==> config.mk <==
export PLATFORM = sky130hd
export DESIGN_NAME = fmul32_arb
export DESIGN_NICKNAME = d
export VERILOG_FILES = /design/src/rtl/fmul32_pkg.sv /design/src/rtl/fp32_class.sv /design/src/rtl/fmul32_arb.sv
export SDC_FILE = /design/constraint.sdc
export NUM_CORES = 1
export LEC_CHECK = 0
export CAP_MARGIN = 15
export CORE_MARGIN = 8
export CORE_UTILIZATION = 35
export CTS_CLUSTER_DIAMETER = 30
export DETAILED_ROUTE_END_ITERATION = 16
export PLACE_DENSITY = 0.86
export SLEW_MARGIN = 20
export SYNTH_ARGS = -nofsm -noshare
export SYNTH_HDL_FRONTEND = slang
export SYNTH_SLANG_ARGS = --single-unit
export TNS_END_PERCENT = 1
==> constraint.sdc <==
create_clock -name clk -period 1.9 [get_ports clk]
set_clock_uncertainty 0.1 [all_clocks]
set_input_delay 0.19 -clock clk [delete_from_list [all_inputs] [get_ports clk]]
set_output_delay 0.19 -clock clk [all_outputs]
set_load 0.005 [all_outputs]
==> src/rtl/fmul32_pkg.sv <==
// ----------------------------------------------------------------------------
// fmul32_pkg
//  Shared definitions for the FP32 multiplier arbiter:
//   - operand class codes (bit positions of the one-hot class vector)
//   - special-result constants (quiet NaN, infinity magnitude)
//   - FSM state encoding
//   - rr_pick: round-robin selection helper
// ----------------------------------------------------------------------------
package fmul32_pkg;

    // Class codes; each code is also the bit index in the one-hot class vector.
    localparam int N_CLS      = 5;
    localparam int CLS_NAN    = 0;
    localparam int CLS_ZERO   = 1;
    localparam int CLS_NORM   = 2;
    localparam int CLS_DENORM = 3;
    localparam int CLS_INF    = 4;

    localparam logic [31:0] QNAN    = 32'h7FC0_0000;
    localparam logic [30:0] INF_MAG = {8'hFF, 23'h0};
    localparam logic [30:0] ZERO_MAG = 31'h0;

    typedef enum logic [2:0] {
        S_IDLE,
        S_DECODE,
        S_ISSUE,
        S_WAIT,
        S_RESP
    } state_t;

    // First set bit of valid[n-1:0], scanning upward from ptr and wrapping
    // at n. Returns 0 when nothing is set (caller gates with |valid).
    function automatic logic [2:0] rr_pick(input logic [7:0] valid,
                                           input logic [2:0] ptr,
                                           input int         n);
        logic [2:0] pick;
        logic       found;
        int         idx;
        pick  = '0;
        found = 1'b0;
        for (int k = 0; k < 8; k++) begin
            idx = int'(ptr) + k;
            if (idx >= n) idx = idx - n;
            if (k < n && !found && valid[idx[2:0]]) begin
                pick  = idx[2:0];
                found = 1'b1;
            end
        end
        return pick;
    endfunction

endpackage

==> src/rtl/fp32_class.sv <==
// ----------------------------------------------------------------------------
// fp32_class
//  Combinational FP32 operand classifier.
//  Ports:
//   op    in   32  IEEE-754 single-precision operand
//   cls   out  5   one-hot class, bit index = class code from fmul32_pkg
//   mant  out  24  significand with hidden bit (hidden bit set only for NORM)
// ----------------------------------------------------------------------------
module fp32_class
    import fmul32_pkg::*;
(
    input  logic [31:0]      op,
    output logic [N_CLS-1:0] cls,
    output logic [23:0]      mant
);

    logic [7:0]  exp_f;
    logic [22:0] frac;

    assign exp_f = op[30:23];
    assign frac  = op[22:0];

    always_comb begin
        // NOTE: default assignment first so every path drives cls; an
        // incomplete if/else in always_comb would otherwise infer a latch.
        cls = '0;
        if (exp_f == 8'hFF) begin
            if (frac != 23'h0) cls[CLS_NAN] = 1'b1;
            else               cls[CLS_INF] = 1'b1;
        end else if (exp_f == 8'h00) begin
            if (frac != 23'h0) cls[CLS_DENORM] = 1'b1;
            else               cls[CLS_ZERO]   = 1'b1;
        end else begin
            cls[CLS_NORM] = 1'b1;
        end
    end

    assign mant = {cls[CLS_NORM], frac};

endmodule

==> src/rtl/fmul32_arb.sv <==
// ----------------------------------------------------------------------------
// fmul32_arb
//  Shares one multi-cycle FP32 multiplier core among N_REQ requesters.
//  Round-robin grant, special-case bypass (NaN/Inf/zero/denormal are answered
//  locally), start/done sequencing with a timeout abort, and response return.
//  Ports:
//   clk, rst     clock; synchronous active-high reset
//   req_valid    in   N_REQ     request pending per requester
//   req_ready    out  N_REQ     one-hot grant (combinational, IDLE only)
//   req_op_a/b   in   32*N_REQ  operands, requester i at [32i+31:32i]
//   rsp_valid    out  N_REQ     one-hot response valid
//   rsp_ready    in   N_REQ     response accepted
//   rsp_res      out  32        shared result bus
//   rsp_err      out  1         result came from a timeout abort
//   mul_start    out  1         one-cycle start pulse to the core
//   mul_a/mul_b  out  32        core operands, held for the whole operation
//   mul_done     in   1         one-cycle completion pulse from the core
//   mul_res      in   32        core result, valid with mul_done
// ----------------------------------------------------------------------------
module fmul32_arb
    import fmul32_pkg::*;
#(
    parameter int N_REQ   = 4,
    parameter int TIMEOUT = 64
) (
    input  logic                 clk,
    input  logic                 rst,
    input  logic [N_REQ-1:0]     req_valid,
    output logic [N_REQ-1:0]     req_ready,
    input  logic [32*N_REQ-1:0]  req_op_a,
    input  logic [32*N_REQ-1:0]  req_op_b,
    output logic [N_REQ-1:0]     rsp_valid,
    input  logic [N_REQ-1:0]     rsp_ready,
    output logic [31:0]          rsp_res,
    output logic                 rsp_err,
    output logic                 mul_start,
    output logic [31:0]          mul_a,
    output logic [31:0]          mul_b,
    input  logic                 mul_done,
    input  logic [31:0]          mul_res
);

    localparam int IDW = (N_REQ > 1) ? $clog2(N_REQ) : 1;
    localparam int TW  = (TIMEOUT > 1) ? $clog2(TIMEOUT) : 1;

    state_t           state;
    logic [IDW-1:0]   rr_ptr;
    logic [IDW-1:0]   id;
    logic [TW-1:0]    tmo_cnt;
    logic [IDW-1:0]   pick;
    logic [N_REQ-1:0] id_onehot;
    logic [IDW-1:0]   rr_next;

    logic [N_CLS-1:0] cls_a, cls_b;
    logic [23:0]      mant_a, mant_b;
    logic             unused_mant;

    // The latched operands double as the core operands, so classification
    // runs on exactly what the core would see.
    fp32_class u_class_a (.op(mul_a), .cls(cls_a), .mant(mant_a));
    fp32_class u_class_b (.op(mul_b), .cls(cls_b), .mant(mant_b));

    assign unused_mant = ^{mant_a, mant_b};

    logic nan_any, inf_a, inf_b, zd_a, zd_b, norm_both, res_sign;
    assign nan_any   = cls_a[CLS_NAN] | cls_b[CLS_NAN];
    assign inf_a     = cls_a[CLS_INF];
    assign inf_b     = cls_b[CLS_INF];
    assign zd_a      = cls_a[CLS_ZERO] | cls_a[CLS_DENORM];
    assign zd_b      = cls_b[CLS_ZERO] | cls_b[CLS_DENORM];
    assign norm_both = cls_a[CLS_NORM] & cls_b[CLS_NORM];
    assign res_sign  = mul_a[31] ^ mul_b[31];

    assign pick      = IDW'(rr_pick(8'(req_valid), 3'(rr_ptr), N_REQ));
    assign id_onehot = N_REQ'(1) << id;
    assign rr_next   = (id == IDW'(N_REQ - 1)) ? '0 : id + IDW'(1);

    // Grant is combinational so a requester sees ready in the same cycle it
    // is picked; gated by rst so nothing is granted while in reset.
    always_comb begin
        req_ready = '0;
        if (!rst && state == S_IDLE && |req_valid) req_ready[pick] = 1'b1;
    end

    // NOTE: all state below uses non-blocking assignments so every register
    // samples pre-edge values; blocking here would create order-dependent races.
    always_ff @(posedge clk) begin
        if (rst) begin
            state     <= S_IDLE;
            rr_ptr    <= '0;
            id        <= '0;
            tmo_cnt   <= '0;
            rsp_valid <= '0;
            rsp_err   <= 1'b0;
            mul_start <= 1'b0;
            mul_a     <= '0;
            mul_b     <= '0;
            rsp_res   <= '0;
        end else begin
            case (state)
                S_IDLE: begin
                    if (|req_valid) begin
                        id    <= pick;
                        mul_a <= req_op_a[32*pick +: 32];
                        mul_b <= req_op_b[32*pick +: 32];
                        state <= S_DECODE;
                    end
                end
                S_DECODE: begin
                    if (nan_any || (zd_a && inf_b) || (zd_b && inf_a)) begin
                        rsp_res   <= QNAN;
                        rsp_valid <= id_onehot;
                        state     <= S_RESP;
                    end else if (inf_a || inf_b) begin
                        rsp_res   <= {res_sign, INF_MAG};
                        rsp_valid <= id_onehot;
                        state     <= S_RESP;
                    end else if (zd_a || zd_b) begin
                        // Denormals are flushed to zero.
                        rsp_res   <= {res_sign, ZERO_MAG};
                        rsp_valid <= id_onehot;
                        state     <= S_RESP;
                    end else if (norm_both) begin
                        mul_start <= 1'b1;
                        state     <= S_ISSUE;
                    end else begin
                        // Unreachable: the classes above are exhaustive.
                        rsp_res   <= QNAN;
                        rsp_valid <= id_onehot;
                        state     <= S_RESP;
                    end
                end
                S_ISSUE: begin
                    mul_start <= 1'b0;
                    tmo_cnt   <= '0;
                    state     <= S_WAIT;
                end
                S_WAIT: begin
                    // done is checked first so a done on the last count wins.
                    if (mul_done) begin
                        rsp_res   <= mul_res;
                        rsp_valid <= id_onehot;
                        state     <= S_RESP;
                    end else if (tmo_cnt == TW'(TIMEOUT - 1)) begin
                        rsp_res   <= QNAN;
                        rsp_err   <= 1'b1;
                        rsp_valid <= id_onehot;
                        state     <= S_RESP;
                    end else begin
                        tmo_cnt <= tmo_cnt + TW'(1);
                    end
                end
                S_RESP: begin
                    if (rsp_ready[id]) begin
                        rsp_valid <= '0;
                        rsp_err   <= 1'b0;
                        rr_ptr    <= rr_next;
                        state     <= S_IDLE;
                    end
                end
                default: state <= S_IDLE;
            endcase
        end
    end

endmodule
## Word-level counts from Yosys, hierarchy flattened

Index checks and enable logic that the tools add are counted.

| storage, ports and cells | value |
|---|---|
| ROM bits | 0 |
| memories kept | 0 |
| register bits after elaboration | 115 |
| logic and storage cells | 169 |
| output and inout port bits | 106 |
| bits in latches | 0 |
| bits in writable memories | 0 |
| bits of input ports | 299 |

| cells by class | value |
|---|---|
| $add $sub $neg | 9 |
| mux-type cells | 77 |
| reductions and logical operators | 35 |
| magnitude comparators | 11 |
| shift-type cells | 3 |
| divide/modulo/power cells | 0 |
| bitwise gates (word level) | 5 |
| equality and inequality tests | 19 |
| $mul | 0 |

Operators by type and width:

| cell | number |
|---|---|
| $shiftx A128 B8 Y32 | 2 |
| $mux W32 | 6 |
| $pmux W32 S2 | 1 |
| $reduce_bool A23 Y1 | 2 |
| $mux W3 | 14 |
| $mux W4 | 8 |
| $mux W1 | 30 |
| $eq A8 B8 Y1 const B | 2 |
| $logic_not A8 Y1 | 2 |
| $lt A3 B4 Y1 const B | 4 |
| $ne A2 B2 Y1 const B | 8 |
| $pmux W3 S5 | 1 |
| $bmux W1 S3 | 4 |
| $mux W6 | 2 |
| $pmux W4 S3 | 1 |
| $pmux W6 S2 | 1 |
| $mux W2 | 5 |
| $ge A3 B3 Y1 const B | 3 |
| $reduce_and A3 Y1 | 3 |
| $sub A3 B3 Y3 const B | 3 |
| $logic_and A1 B1 Y1 | 8 |
| $reduce_and A4 Y1 | 2 |
| $reduce_bool A2 Y1 | 4 |
| $add A2 B2 Y3 const B | 2 |
| other kinds (29) | 41 |

## Longest topological paths before layout

| depth | value |
|---|---|
| depth in word-level cells | 19 |
| gate-level depth with buffers | 9 |
| mapped depth without buffers | 7 |

## Modules after synthesis

A second synthesis with hierarchy kept.

| second synthesis, totals | value |
|---|---|
| cell total of the unflattened synthesis | 902 |
| area, all modules | 7374.6 um^2 |

Modules (own cells, without submodules):

| module | times used | seq. area each (um^2) | cells an instance | area an instance (um^2) |
|---|---|---|---|---|
| fmul32_arb | 1 | 2302.2 | 812 | 6731.5 |
| fp32_class | 2 | 0.0 | 45 | 321.6 |

## Worst setup path after synthesis

Ideal clock, no wire load.

| path | value |
|---|---|
| kind | register -> register |
| from | register rr_ptr[1] |
| to | register mul_a[28] |
| arrival time | 1.762 ns |
| clock period less this slack | 1.939 ns |
| required time | 1.722 ns |
| setup slack | -0.039 ns |
| library setup time | 0.078 ns |
| buffers on the path | 2 |
| stages on the path, launching flop included | 8 |
| cells stage by stage | dfxtp_1 > a21oi_1 > o21a_1 > o22ai_1 > buf_2 > buf_4 > mux2_2 > o22ai_2 |

| on the way | value |
|---|---|
| word-level cells in the longest chain between the ends | 15 |
| elaborated cells on any way between the ends | 37 |
| those cells by class | 7 x add/sub; 4 x order compare; 1 x shift; 19 x mux; 6 x reduce/logical |

RTL lines:

| what | line | text |
|---|---|---|
| start, declared | fmul32_arb.sv:47 | `logic [IDW-1:0] rr_ptr;` |
| start signal, assigned | fmul32_arb.sv:157 | `rr_ptr <= rr_next;` |
| branches (longest 13 deep; another with $add A2 B1 Y3) | -- |  |
| $mux W2 * | fmul32_pkg.sv:44 | `if (k < n && !found && valid[idx[2:0]]) begin` |
| $shiftx A128 B8 Y32 * | fmul32_arb.sv:104 | `mul_a <= req_op_a[32*pick +: 32];` |
| end signal, assigned | fmul32_arb.sv:104 |  |
| end, declared | fmul32_arb.sv:37 | `output logic [31:0] mul_a,` |

Mark *: on every way between the ends. The select of a mux whose other input is x is not followed.
A chain may end at the register's enable or synchronous reset.

## Worst setup path in the final report

| path | value |
|---|---|
| from | register rr_ptr[1] |
| to | register mul_a[18] |

Same word-level chain as after synthesis.

==> summary.md <==
| Metric | Value |
|---|---|
| Status | complete, but fails checks |
| Failing checks | negative setup slack |
| Dominant cells by area after synthesis | dfxtp_1 33%, mux2i_1 19%, mux2_2 11% |
| Post-synth ARST share | 0 |
| F_max | 451 MHz |
| HPWL Detailed | 25000 um |
| Die ar. | 0.0246 mm2 |
| # H-tree levels | 4 |
| Crit. Startpoint | rr_ptr[1] |
| Worst Path Max Fanout | 8 |
| Count leader, synth | mux2i_1 |
| Vias in the first global route | 8309 |
| Syn avg cell area | 9.85 um2 |
| Top delay family on crit path | multiplexers |
| Synth top area share | 0.332 |
| Layout area overhead | 92.4% |
| Seq/Total Area, Yosys | 0.332 |
| Clock-pin slew on the worst setup and hold paths | 0.06 ns |
| Nets@finish | 1520 |
| R2r startpoint | rr_ptr[1] |
| Cts hold-fix bufs | 0 |
| CTS root buf | clkbuf_16 |
| Area after DPL | 0.0120 mm2 |
| Synth cell types | 59 |
| Post-route antenna net violation count | 0 |
| Ys Warns | 0 |
| Crit-path most repeated cell | buf_12 |
| CTS Sinks | 115 |
| Period utilization | 1.17 |
| # setup viols final | 103 |
| Max Cap Violations | 0 |
| Hold/Removal Path Class | input port to register |
| First drt pass iteration count | 5 |
| Initial antenna violation count | 5 |
| Number of flops mapped to enable cells by yosys | 0 |
| Die Y | 157 um |
| Pin count of the biggest net entering global routing | 47 |
| Worst slew pin tran | 0.450 ns |
| GRT overflow | 0 |
| Setup WS pre-CTS | -0.564 ns |
| Main synth FF type | dfxtp_1 |
| Total CTS buffers | 17 |
| First-pass GRT wire length | 46400 um |
| # IOs | 405 |
| Crit path largest cell delay | 0.40 ns |
| Vias/cell | 5.11 |
| WL per Instance | 21.5 um |
| Synthesized cell area | 0.00694 mm2 |
| TritonCTS clock tree | done |
| Site Rows | 51 |
| Routed wire length | 32200 um |
| Pwr dens | 888 mW/mm2 |
| CP arrival | 2.40 ns |
| Slew Limit Fails | 0 |
| Max IR drop VDD | 0.655 mV |
| Fin crit period | 2.22 ns |
| Die width | 157 um |
| Crit-path cells | mux2i_1 > nor2_1 > nor3_4 > buf_12 > buf_12 > buf_12 > buf_6 > mux2i_1 > mux2_2 > o22ai_2 |
| Global-route usage over all layers | 0.247 |
| Slew Limit Headroom | 0.698 |
| Core box area | 0.0195 mm2 |
| P_leak | 5.20 nW |
| Startpoint Class | register |
| Layout cell share with drive strength beyond 1 | 0.274 |
| Synthesized flop and latch total | 115 |
| Design area | 0.0134 mm2 |
| Worst setup margin | -0.316 ns |
| Drt first-iter violations | 379 |
| Final Hold Viols | 0 |
| Bufs on Longest Clock Path | 2 |
| RSZ-0062 raised after global routing | yes |
| Synth top cells by count | 132 x mux2i_1, 115 x dfxtp_1, 72 x nand2b_1, 65 x mux2_2, 60 x o22ai_1 |
| Syn Nets | 1009 |
| Remaining DRCs | 0 |
| WP data required | 2.08 ns |
| Port bufs | 404 |
| Post-synth top area cell | dfxtp_1 |
| Starting density of the core | 0.357 |
| Clock latency at the later pin of the worst-skew pair | 0.41 ns |
| Gpl congestion | 0.872 |
| Crit Path Category | register to register |
| CP Capture Type | register |
| Buf+Inv Stages, Crit Path | 4 |
| Routed vias | 7657 |
| HP Start | rst |
| Cells after Synth | 705 |
| Slowest stage cell, crit path | dfxtp_4 |
[layout make-up]
| class | count | area [um2] |
|---|---|---|
| Fill cell | 1367 | 6100 |
| Antenna cell | 4 | 10.0 |
| Clock buffer | 19 | 433 |
| Inverter | 11 | 41.3 |
| Tap cell | 265 | 332 |
| Timing Repair Buffer | 548 | 5410 |
| Multi-Input combinational cell | 523 | 4660 |
| Sequential cell | 115 | 2310 |
| Clock inverter | 13 | 160 |
[sequential cells by signal, summed over array words and instances, names as in the netlist]
register,cells
id,2
mul_a,32
mul_b,32
mul_start,1
rr_ptr,2
rsp_err,1
rsp_res,32
rsp_valid,4
state,3
tmo_cnt,6
[worst min-delay path: cells and delay by family]
kind | cells | cell delay [ns]
and+or+nand+nor | 1 | 0.15
AOI/OAI and AO/OA | 1 | 0.09
buffers and inverters | 2 | 0.27
[stage by stage]
stage / hold WS [ns] / cells / total power, W / setup TNS (ns) / util
after floorplan: 0.238 / 705 / 0.00521 / 0 / -
after global placement: 0.345 / 1448 / 0.00798 / -33.19 / 0.618
after detailed placement: 0.351 / 1448 / 0.00809 / -39.99 / 0.618
after CTS: 0.254 / 1494 / 0.0117 / -13.67 / 0.676
after global routing: 0.263 / 1498 / 0.0124 / -23.28 / 0.686
final: 0.245 / 1498 / 0.0119 / -12.75 / 0.686
[per-layer routing]
metal	part of all wire	track usage	wire (um)
met1	0.37	0.260	11900
met5	0.00047	0	15
met2	0.51	0.440	16300
met4	0.045	0.126	1450
met3	0.077	0.0736	2480
[what timing repair did]
action | 4_1_cts | 5_1_grt
gates cloned | 1 | 0
endpoints found under the setup margin | 106 | 106
buffers inserted | 13 | 0
resized for setup | 110 | 44
pin swaps | 25 | 13
[layout by cell type, fill, tap and decap left out, types with 8 or more instances in the layout]
cell,count
mux2i_1,114
a22oi_1,9
mux2_2,46
clkbuf_16,17
clkdlybuf4s50_1,399
dfxtp_1,107
buf_6,12
nor4_1,8
o22ai_1,51
o22ai_2,13
buf_4,112
mux2_4,19
mux2i_2,15
inv_1,11
buf_12,18
a21oi_1,14
nand2b_1,69
a22oi_2,14
nor2_1,51
[final timing paths]
path                            slack (ns)     endpoint  depth (start not counted)
worst min register to register        0.36  rsp_res[30]                          1
worst max-delay path                 -0.32    mul_a[18]                         10
worst min-delay path                  0.24     mul_b[7]                          4
worst max register to register       -0.32    mul_a[18]                         10
[logic make-up after synthesis]
family                     after synthesis  share of synthesized area
adders and majority gates                5                    0.00901
and+or+nand+nor                        188                      0.158
DFF                                    115                      0.332
buffers and inverters                   67                     0.0650
xor gates and xnor gates                 4                    0.00505
muxes                                  198                      0.299
AOI/OAI and AO/OA                      128                      0.132
[power by group]
part           switching [W]  internal (W)
combinational        0.00225       0.00318
sequential          0.000329       0.00286
clock                0.00119       0.00206
(Power assumes the default switching activity.)
